**src/rtl/alu_sequencer.sv**
```systemverilog
// Sequences one ALU operation at a time: latches operands, runs the divider for exactly
// DIV_LATENCY enabled cycles, traps zero divisors and returns the result over valid/ready.
module alu_sequencer #(
   parameter int WIDTH       = 16,
   parameter int DIV_LATENCY = 4
) (
   input  logic             clock,
   input  logic             reset_n,
   input  logic             req_valid,
   output logic             req_ready,
   input  logic [1:0]       req_op,
   input  logic [WIDTH-1:0] req_a,
   input  logic [WIDTH-1:0] req_b,
   output logic             rsp_valid,
   input  logic             rsp_ready,
   output logic [WIDTH-1:0] rsp_data,
   output logic             rsp_divzero,
   output logic             busy,
   output logic [WIDTH-1:0] alu_dataa,
   output logic [WIDTH-1:0] alu_datab,
   output logic [1:0]       alu_s,
   output logic             alu_diven,
   input  logic [WIDTH-1:0] alu_result
);

   typedef enum logic [1:0] {IDLE, DIVWAIT, EXEC, RESP} state_t;

   localparam logic [1:0] OP_DIV   = 2'b11;
   localparam logic [3:0] CNT_INIT = 4'(DIV_LATENCY - 1);

   state_t           state_q, state_d;
   logic [3:0]       cnt_q, cnt_d;
   logic             divzero_q, divzero_d;
   logic [WIDTH-1:0] dataa_q, dataa_d;
   logic [WIDTH-1:0] datab_q, datab_d;
   logic [1:0]       sel_q, sel_d;
   logic [WIDTH-1:0] rsp_data_q, rsp_data_d;
   logic             rsp_divzero_q, rsp_divzero_d;
   logic             accept;

   always_comb begin
      state_d       = state_q;
      cnt_d         = cnt_q;
      divzero_d     = divzero_q;
      dataa_d       = dataa_q;
      datab_d       = datab_q;
      sel_d         = sel_q;
      rsp_data_d    = rsp_data_q;
      rsp_divzero_d = rsp_divzero_q;
      accept        = req_valid && (state_q == IDLE);

      case (state_q)
         IDLE: begin
            if (accept) begin
               dataa_d   = req_a;
               datab_d   = req_b;
               sel_d     = req_op;
               divzero_d = (req_op == OP_DIV) && (req_a == '0);
               // A zero divisor skips the divider entirely so it never sees a zero denominator.
               if ((req_op == OP_DIV) && (req_a != '0)) begin
                  state_d = DIVWAIT;
                  cnt_d   = CNT_INIT;
               end else begin
                  state_d = EXEC;
               end
            end
         end
         DIVWAIT: begin
            if (cnt_q == 4'd0) begin
               state_d = EXEC;
            end else begin
               cnt_d = cnt_q - 4'd1;
            end
         end
         EXEC: begin
            rsp_data_d    = divzero_q ? '1 : alu_result;
            rsp_divzero_d = divzero_q;
            state_d       = RESP;
         end
         RESP: begin
            if (rsp_ready) begin
               state_d = IDLE;
            end
         end
         default: state_d = IDLE;
      endcase
   end

   always_ff @(posedge clock) begin
      if (!reset_n) begin
         state_q       <= IDLE;
         cnt_q         <= 4'd0;
         divzero_q     <= 1'b0;
         dataa_q       <= '0;
         datab_q       <= '0;
         sel_q         <= 2'b00;
         rsp_data_q    <= '0;
         rsp_divzero_q <= 1'b0;
      end else begin
         state_q       <= state_d;
         cnt_q         <= cnt_d;
         divzero_q     <= divzero_d;
         dataa_q       <= dataa_d;
         datab_q       <= datab_d;
         sel_q         <= sel_d;
         rsp_data_q    <= rsp_data_d;
         rsp_divzero_q <= rsp_divzero_d;
      end
   end

   assign req_ready   = (state_q == IDLE);
   assign busy        = (state_q != IDLE);
   assign rsp_valid   = (state_q == RESP);
   assign alu_diven   = (state_q == DIVWAIT);
   assign rsp_data    = rsp_data_q;
   assign rsp_divzero = rsp_divzero_q;
   assign alu_dataa   = dataa_q;
   assign alu_datab   = datab_q;
   assign alu_s       = sel_q;

endmodule

```
**config.mk**
```make
export PLATFORM = sky130hd
export DESIGN_NAME = alu_sequencer
export DESIGN_NICKNAME = d
export VERILOG_FILES = /design/src/rtl/alu_sequencer.sv
export SDC_FILE = /design/constraint.sdc
export NUM_CORES = 1
export LEC_CHECK = 0
export CORE_MARGIN = 3
export CORE_UTILIZATION = 42
export DETAILED_ROUTE_END_ITERATION = 10
export PLACE_DENSITY = 0.8
export SYNTH_ARGS = -nofsm -noshare
export SYNTH_HDL_FRONTEND = slang
export SYNTH_SLANG_ARGS = --single-unit
```
**constraint.sdc**
```tcl
create_clock -name clock -period 1.94 [get_ports clock]
set_input_delay 0.194 -clock clock [delete_from_list [all_inputs] [get_ports clock]]
set_output_delay 0.194 -clock clock [all_outputs]
set_load 0.01 [all_outputs]
```
* Word level (Yosys, flattened, before mapping)
Index checks and enable logic that the tools add are counted.
Widths: inputs -> output; s select.
** Storage, ports and cells
- Bits of input ports :: 54
- Output and inout port bits :: 55
- Word-level logic and storage cells :: 40
- Bits in registers :: 58
** Cells by class
- Add/subtract/negate cells :: 1
- Muxes and demuxes :: 10
- Equal/unequal tests :: 9
- Reduce and logical (&&, ||, !) cells :: 12
** Operator list (number)
- $logic_not 16->1 :: 1
- $mux 16 :: 1
- $reduce_bool 16->1 :: 1
- $mux 4 :: 3
- $mux 2 :: 4
- $ne 2x1->1 const B :: 4
- $pmux 2 s4 :: 1
- $pmux 4 s2 :: 1
- $eq 2x2->1 const B :: 3
- $logic_not 4->1 :: 1
- $reduce_and 4->1 :: 1
- $reduce_bool 2->1 :: 2
- $sub 4x1->4 const B :: 1
- $logic_and 1x1->1 :: 3
- $reduce_and 3->1 :: 1
- $eq 2x1->1 const B :: 1
- $logic_not 2->1 :: 1
- $ne 2x2->1 const B :: 1
- $reduce_and 2->1 :: 1

* Depth between registers and ports, before layout
Gate-level depths: netlist (run 1).
- Depth in word-level cells :: 5
- Gate-level depth with buffers :: 8
- Gate-level depth less buffers :: 6

* Worst setup path after synthesis (run 1)
Ideal clock, no wire load.
- Path type :: reg2reg
- Start point :: reg state_q[0]
- End point :: reg cnt_q[3]
- Library setup time :: 0.117 ns
- Arrival time :: 1.599 ns
- Period minus slack after synthesis :: 1.716 ns
- Data required time :: 1.823 ns
- Path slack :: 0.224 ns
- Buffers on the path :: 1
- Cell stages (with the launch flop) :: 8
- Path through :: dfxtp_1 inv_1 ha_1 buf_4 and2b_1 and2b_2 o221ai_1 a32o_1
** On the way
- Cells in the longest elaborated chain, start to end :: 4
- Elaborated cells between the ends (all ways) :: 9
- Those cells by class :: eq/ne: 4; mux: 1; reduce/logical: 4
** Ends and longest elaborated chain
- from (decl) :: line 31 : state_t state_q, state_d;
- from (signal assigned) :: line 100 : state_q <= state_d;
- $logic_not 2->1 (*)
- net req_ready :: line 10 : output logic req_ready,
- $logic_and 1x1->1 :: line 50 : accept = req_valid && (state_q == IDLE);
- $ne 2x1->1 (no source line)
- $reduce_and 4->1 (no source line)
- to (signal assigned) :: line 101 : cnt_q <= cnt_d;
- to (decl) :: line 32 : logic [3:0] cnt_q, cnt_d;
Mark *: on every way through the listed nets, which the timed path passes. The rest lies on a longest branch.
A chain may end at the register's enable or synchronous reset.

* Worst setup path after layout (run 1)
- Start point :: reg state_q[1]
- End point :: out alu_diven
** On the way
- Cells in the longest elaborated chain, start to end :: 1
** Ends and longest elaborated chain
- $eq 2x1->1 :: line 114 : assign alu_diven = (state_q == DIVWAIT);
- to (decl) :: line 22 : output logic alu_diven,
No other way between the ends.

==> impl_metrics.py, run 1 <==
metrics = {
    "critical_path": {
        "critPathTopFamily": "buffers and inverters",
        "rr_startpoint": "cnt_q[0]$_SDFFE_PN0P_",
        "crit_path_top_delay_cell": "sky130_fd_sc_hd__clkdlybuf4s50_1",
        "setup.worst_path.class": "reg -> out",
        "crit-reg2reg-capture": "state_q[1]$_SDFFE_PN0P_",
        "worst-path-max-fanout": 10,
        "slowest_delay_ns": 0.60,
        "endpoint": "alu_diven",
        "length_in_cells_of_the_worst_reg_to_reg_path": 6,
        "crit_path_cell_trace": "inv_1, ha_2, clkdlybuf4s50_1",
        "critPathCaptureType": "primary output",
        "crit_path_start": "state_q[1]$_SDFFE_PN0P_",
        "crit_buf_inv": 2,
        "worst-endpoint-arrival_ns": 1.66,
        "reg2reg_setup_slack_ns": 0.24,
        "timing.critical_path.depth": 3,
        "critical_path.startpoint_type": "flip-flop",
        "worst_ep_required_time_ns": 1.75,
    },
    "grt": {
        "grt_pass1_vias": 2209,
        "grt.overflow.total": 0,
        "global_route_wire_length_before_repair_mm": 10.4,
        "grtUsageTotal": 0.182,
        "antenna_found_initial": 0,
        "pin_count_of_the_biggest_net_entering_global_routing": 46,
    },
    "sta": {
        "report.final.setup_viol": 0,
        "finalSetupTns_ns": 0,
        "layout_min_cycle_time_ns": 1.85,
        "final_max_slew_viol_count": 0,
        "hold_violations": 0,
        "period_share": 0.956,
        "relSlewSlack": 0.521,
        "worst_pin_slew_ns": 0.719,
        "fmax_mhz": 539,
        "rsz0062_at_grt": "false",
        "clock_skew_ns": 0.00882,
    },
    "die": {
        "die_w_um": 83.1,
        "floorplan.initialDensity": 0.442,
        "placeableCoreArea_um2": 5640,
        "vert_die_dim_um": 83.1,
        "floorplan.rows": 27,
        "die_area_um2": 6900,
        "top_level_ports": 109,
    },
    "logic_synthesis": {
        "count_of_flip_flops_with_a_built_in_enable_after_synthesis": 0,
        "synthesis.area_um2": 2490,
        "synth_fp_nets": 322,
        "synthDistinctLibCells": 42,
        "synth_sequential_area_ratio": 0.466,
        "yosys_register_bits": 58,
        "syn_area_per_cell_um2": 9.52,
        "asyncSetResetFlopFracSynth": 0,
        "synthFlopType": "sky130_fd_sc_hd__dfxtp_1",
        "netlist_instances": 262,
        "ys_warn_count": 0,
    },
    "power_and_ir_drop": {
        "power.share.switching": 0.332,
        "power_switching_w": 0.00160,
        "cellPowerDensity_nw_per_um2": 1250,
        "share_seq_of_total_power": 0.338,
        "worst_case_vdd_ir_drop_mv": 0.558,
        "power.internal_w": 0.00322,
        "clkPwrFrac": 0.227,
        "combPwrFrac": 0.435,
        "static-leakage-power_nw": 1.42,
    },
    "drt": {
        "wl_per_cell_um": 14.0,
        "routed-via-count": 2261,
        "via_per_inst": 5.10,
        "detailedRoute.firstPassIterationCount": 4,
        "detail_route_antenna_nets": 0,
        "drc": 0,
        "drt-total-wl_mm": 6.20,
        "drt_iter0_drc": 56,
    },
    "cts": {
        "cts_inserted_buffers": 9,
        "clk_path_buf_depth": 2,
        "path_clk_slew_ns": 0.06,
        "cts.sinks": 58,
        "postCtsSetupRepairBufs": 0,
        "insertion_delay_ns": 0.33,
        "clock-root-buffer": "sky130_fd_sc_hd__clkbuf_8",
        "tritoncts": "built",
        "htree_num_levels": 3,
        "post_cts_hold_buffer_count": 0,
    },
    "placement": {
        "place_congestion": 0.778,
        "post_dp_cell_area_um2": 3650,
        "place.port_buffers": 108,
        "hpwlAfterDp_mm": 4.52,
    },
    "worst_hold_path": {
        "hold_path.class": "in -> reg",
    },
    "final_layout": {
        "n_fill_cell": 451,
        "fin_nets": 428,
        "layout-area-overhead-vs-synth_pct": 54.4,
        "diodes": 0,
        "non_filler_cell_area_final_um2": 3850,
        "layout-drive-gt1-share": 0.132,
        "final_util": 0.682,
    },
    "job": {
        "drv_cap": 0,
    },
    "outcome": {
        "status": "finished, final reports clean",
    },
}
==> layer usage <==
metal | up-vias | global-route usage | wire (um)
li1 | 1129 | - | -
met2 | 84 | 0.275 | 2660
met4 | 0 | 0.0713 | 82
met1 | 1039 | 0.229 | 2910
met5 | - | 0 | 0
met3 | 9 | 0.0764 | 553
==> cells in the mapped netlist (2+ instances only) <==
cell | n | area share
sky130_fd_sc_hd__nand3_1 | 3 | 0.0060
sky130_fd_sc_hd__and2_1 | 2 | 0.0050
sky130_fd_sc_hd__dfxtp_1 | 58 | 0.47
sky130_fd_sc_hd__nand2_1 | 75 | 0.11
sky130_fd_sc_hd__nor4_4 | 4 | 0.034
sky130_fd_sc_hd__inv_1 | 5 | 0.0075
sky130_fd_sc_hd__o221a_2 | 16 | 0.072
sky130_fd_sc_hd__o21ai_0 | 4 | 0.0080
sky130_fd_sc_hd__a21oi_1 | 2 | 0.0040
sky130_fd_sc_hd__o2111ai_1 | 2 | 0.0070
sky130_fd_sc_hd__ha_1 | 6 | 0.030
sky130_fd_sc_hd__clkbuf_1 | 12 | 0.018
sky130_fd_sc_hd__nor2b_1 | 4 | 0.010
sky130_fd_sc_hd__buf_2 | 7 | 0.014
sky130_fd_sc_hd__a21boi_0 | 35 | 0.11
==> cells by family after synthesis <==
kind of cell,Yosys count,share of synthesized area
flops,58,0.466
compound gates,70,0.248
buf+inv,26,0.0442
simple gates,101,0.208
mux,1,0.00401
fa+ha+maj,6,0.0301
==> worst min path at each step <==
stage / start / end / slack [ns] / cells after the start
6_report: req_b[1] / alu_datab[1]$_SDFFE_PN0P_ / 0.43 / 3
5_1_grt: req_b[6] / alu_datab[6]$_SDFFE_PN0P_ / 0.42 / 3
4_1_cts: req_b[12] / alu_datab[12]$_SDFFE_PN0P_ / 0.42 / 3
3_5_place_dp: alu_dataa[6]$_SDFFE_PN0P_ / alu_dataa[6]$_SDFFE_PN0P_ / 0.46 / 2
3_3_place_gp: alu_dataa[4]$_SDFFE_PN0P_ / alu_dataa[4]$_SDFFE_PN0P_ / 0.45 / 2
2_1_floorplan: req_a[0] / alu_dataa[0]$_SDFFE_PN0P_ / 0.34 / 2
==> worst register-to-register path, delay by kind of cell, from the launching register on <==
family | cells | cell delay, ns
flip-flops | 1 | 0.33
AND/OR/NAND/NOR | 1 | 0.40
AO/OA/AOI/OAI | 3 | 0.63
adder cells (fa/ha/maj) | 1 | 0.16
buffers and inverters | 1 | 0.10
==> state kept, by name (all words and copies together) (netlist names) <==
signal and flops:
alu_dataa 16, alu_datab 16, alu_s 2, cnt_q 4, divzero_q 1, rsp_data 16
rsp_divzero 1, state_q 2
==> repair_timing <==
action / in CTS / in global routing
resized for setup: 1 / 2
hold endpoints to repair: 0 / 0
setup endpoints to repair: 1 / 2
==> per-stage QoR <==
| step | instances | total power, W | setup WS, ns | hold WS (ns) |
|---|---|---|---|---|
| after floorplan | 262 | 0.00280 | 0.224 | 0.339 |
| after global placement | 429 | 0.00373 | 0.157 | 0.449 |
| after detailed placement | 429 | 0.00377 | 0.126 | 0.456 |
| after CTS | 443 | 0.00487 | 0.0172 | 0.415 |
| after global routing | 443 | 0.00512 | 0.0171 | 0.423 |
| final | 443 | 0.00482 | 0.0856 | 0.427 |
==> layout by cell type (no fill, tap or decap), types with 5 or more instances in the layout <==
cell type                         count
sky130_fd_sc_hd__a21boi_0            35
sky130_fd_sc_hd__buf_4                5
sky130_fd_sc_hd__clkbuf_8            11
sky130_fd_sc_hd__clkdlybuf4s50_1    105
sky130_fd_sc_hd__dfxtp_1             58
sky130_fd_sc_hd__ha_1                 5
sky130_fd_sc_hd__inv_1                5
sky130_fd_sc_hd__nand2_1             75
sky130_fd_sc_hd__o221a_2             16
==> layout make-up <==
cell class                      count  area [um^2]  share of cell area
Clock buffer                       12          155              0.0403
Inverter                            6         22.5             0.00585
Timing Repair Buffer              115         1160               0.301
Tap cell                           72         90.1              0.0234
Sequential cell                    58         1160               0.302
Clock inverter                      2         37.5             0.00975
Multi-Input combinational cell    178         1220               0.318
==> power groups by stage <==
stage	sequential [W]	combinational (W)	clock [W]
2_1_floorplan	0.00175	0.00105	0
3_3_place_gp	0.00164	0.00209	0
3_5_place_dp	0.00166	0.00211	0
4_1_cts	0.00163	0.00212	0.00112
5_1_grt	0.00167	0.00228	0.00117
6_report	0.00163	0.00210	0.00109
Note: power is estimated with default switching activity, not from simulation.
==> run 2, diff against run 1 <==
--- a/config.mk
+++ b/config.mk
@@ -9,6 +9,7 @@
 export CORE_UTILIZATION = 42
 export DETAILED_ROUTE_END_ITERATION = 10
 export PLACE_DENSITY = 0.8
+export SETUP_SLACK_MARGIN = 0.05
 export SYNTH_ARGS = -nofsm -noshare
 export SYNTH_HDL_FRONTEND = slang
 export SYNTH_SLANG_ARGS = --single-unit
==> run 2 against run 1 <==
Effect of this change:
- final cell count is the same
- fmax grew 5.4%
- sequential cell count is the same
- combinational power is essentially flat
- largest cell class unchanged
- non-clock buffer count is the same
==> impl_metrics.py, run 2 (synthesis gave the netlist of run 1 again) <==
metrics = {
    "placement": {
        "dp_slack_ns": 0.126,
        "place.port_buffers": 108,
        "post_dp_cell_area_um2": 3650,
        "hpwlAfterDp_mm": 4.52,
        "place_congestion": 0.778,
    },
    "grt": {
        "grt.overflow.total": 0,
        "global_route_wire_length_before_repair_mm": 10.4,
        "grtUsageTotal": 0.182,
        "pin_count_of_the_biggest_net_entering_global_routing": 46,
        "grt_pass1_vias": 2209,
        "antenna_found_initial": 0,
    },
    "sta": {
        "final_max_slew_viol_count": 0,
        "report.final.setup_viol": 0,
        "finalSetupTns_ns": 0,
        "period_share": 0.907,
        "rsz0062_at_grt": "false",
        "fmax_mhz": 568,
        "layout_min_cycle_time_ns": 1.76,
        "relSlewSlack": 0.519,
        "hold_violations": 0,
        "final_critical_path_setup_slack_ns": 0.180,
        "clock_skew_ns": 0.00937,
        "worst_pin_slew_ns": 0.722,
    },
    "final_layout": {
        "layout.cells.most_common": "sky130_fd_sc_hd__clkdlybuf4s50_1",
        "layout-drive-gt1-share": 0.132,
        "diodes": 0,
        "layout-area-overhead-vs-synth_pct": 54.5,
        "commonest_non_fill_non_tap_cells_in_the_layout": "sky130_fd_sc_hd__clkdlybuf4s50_1 (105), sky130_fd_sc_hd__nand2_1 (75), sky130_fd_sc_hd__dfxtp_1 (58)",
        "non_filler_cell_area_final_um2": 3850,
        "fin_nets": 428,
    },
    "critical_path": {
        "critPathCaptureType": "primary output",
        "setup.worst_path.class": "reg -> out",
        "worst-endpoint-arrival_ns": 1.57,
        "critical_path.startpoint_type": "flip-flop",
        "worst-path-max-fanout": 10,
        "worst_ep_required_time_ns": 1.75,
        "reg2reg_setup_slack_ns": 0.20,
    },
    "cts": {
        "tritoncts": "built",
        "path_clk_slew_ns": 0.06,
        "clock-root-buffer": "sky130_fd_sc_hd__clkbuf_8",
        "htree_num_levels": 3,
        "cts_inserted_buffers": 9,
        "cts.sinks": 58,
        "clk_path_buf_depth": 2,
        "insertion_delay_ns": 0.33,
    },
    "power_and_ir_drop": {
        "worst_case_vdd_ir_drop_mv": 0.556,
        "cellPowerDensity_nw_per_um2": 1250,
        "report.power.total_w": 0.00482,
        "static-leakage-power_nw": 1.41,
    },
    "drt": {
        "detailedRoute.firstPassIterationCount": 4,
        "drt-total-wl_mm": 6.19,
        "wl_per_cell_um": 14.0,
        "drc": 0,
        "routed-via-count": 2262,
        "drt_iter0_drc": 56,
        "detail_route_antenna_nets": 0,
        "via_per_inst": 5.11,
    },
    "die": {
        "die_area_um2": 6900,
        "floorplan.initialDensity": 0.442,
        "placeableCoreArea_um2": 5640,
        "die_w_um": 83.1,
        "floorplan.rows": 27,
        "top_level_ports": 109,
        "vert_die_dim_um": 83.1,
    },
    "job": {
        "drv_cap": 0,
    },
    "outcome": {
        "status": "finished, final reports clean",
    },
    "worst_hold_path": {
        "hold_path.class": "in -> reg",
    },
}
## run 2: critical path, stage by stage, from the launching register on
cell and delay [ns]:
sky130_fd_sc_hd__dfxtp_1 0.34, sky130_fd_sc_hd__inv_1 0.12, sky130_fd_sc_hd__ha_4 0.21, sky130_fd_sc_hd__clkdlybuf4s50_1 0.57
## run 2: repair_timing
item | 4_1_cts | 5_1_grt
setup buffers | 0 | 0
endpoints found under the setup margin | 3 | 1
hold buffers | 0 | 0
hold endpoints to repair | 0 | 0
gates resized for setup | 3 | 1
## run 2: layout make-up
class                   instances  area (um^2)
clock buffers                  12          155
clock inverters                 2         37.5
fillers                       449         1790
inverters                       6         22.5
multi-input cells             178         1230
flip-flops and latches         58         1160
well taps                      72         90.1
repair buffers                115         1150
## run 2: path summary, 6_finish.rpt
check | cells past startpoint | endpoint | startpoint
max reg2reg | 6 | cnt_q[3]$_SDFFE_PN0P_ | state_q[0]$_SDFFE_PN0P_
max | 3 | alu_diven | state_q[1]$_SDFFE_PN0P_
min reg2reg | 2 | alu_dataa[3]$_SDFFE_PN0P_ | alu_dataa[3]$_SDFFE_PN0P_
min | 3 | alu_datab[1]$_SDFFE_PN0P_ | req_b[1]
## run 2: through the flow
step	hold slack (ns)	instances	util
finish	0.428	443	0.683
global route	0.423	443	0.683
CTS	0.415	443	0.681
detailed placement	0.456	429	0.647
global placement	0.449	429	0.647
floorplan	0.339	262	-
## run 2: metal layers
metal | vias to the layer above | GRT usage | part of all wire
met5 | - | 0 | 0
met4 | 0 | 0.0713 | 0.013
met3 | 8 | 0.0764 | 0.091
met2 | 85 | 0.275 | 0.43
met1 | 1040 | 0.229 | 0.47
li1 | 1129 | - | -
## run 2: report_power, final
part           switching, W  total [W]  internal (W)
Clock              0.000443    0.00109      0.000650
Combinational       0.00100    0.00209       0.00109
Sequential         0.000159    0.00163       0.00148
Total               0.00160    0.00482       0.00321
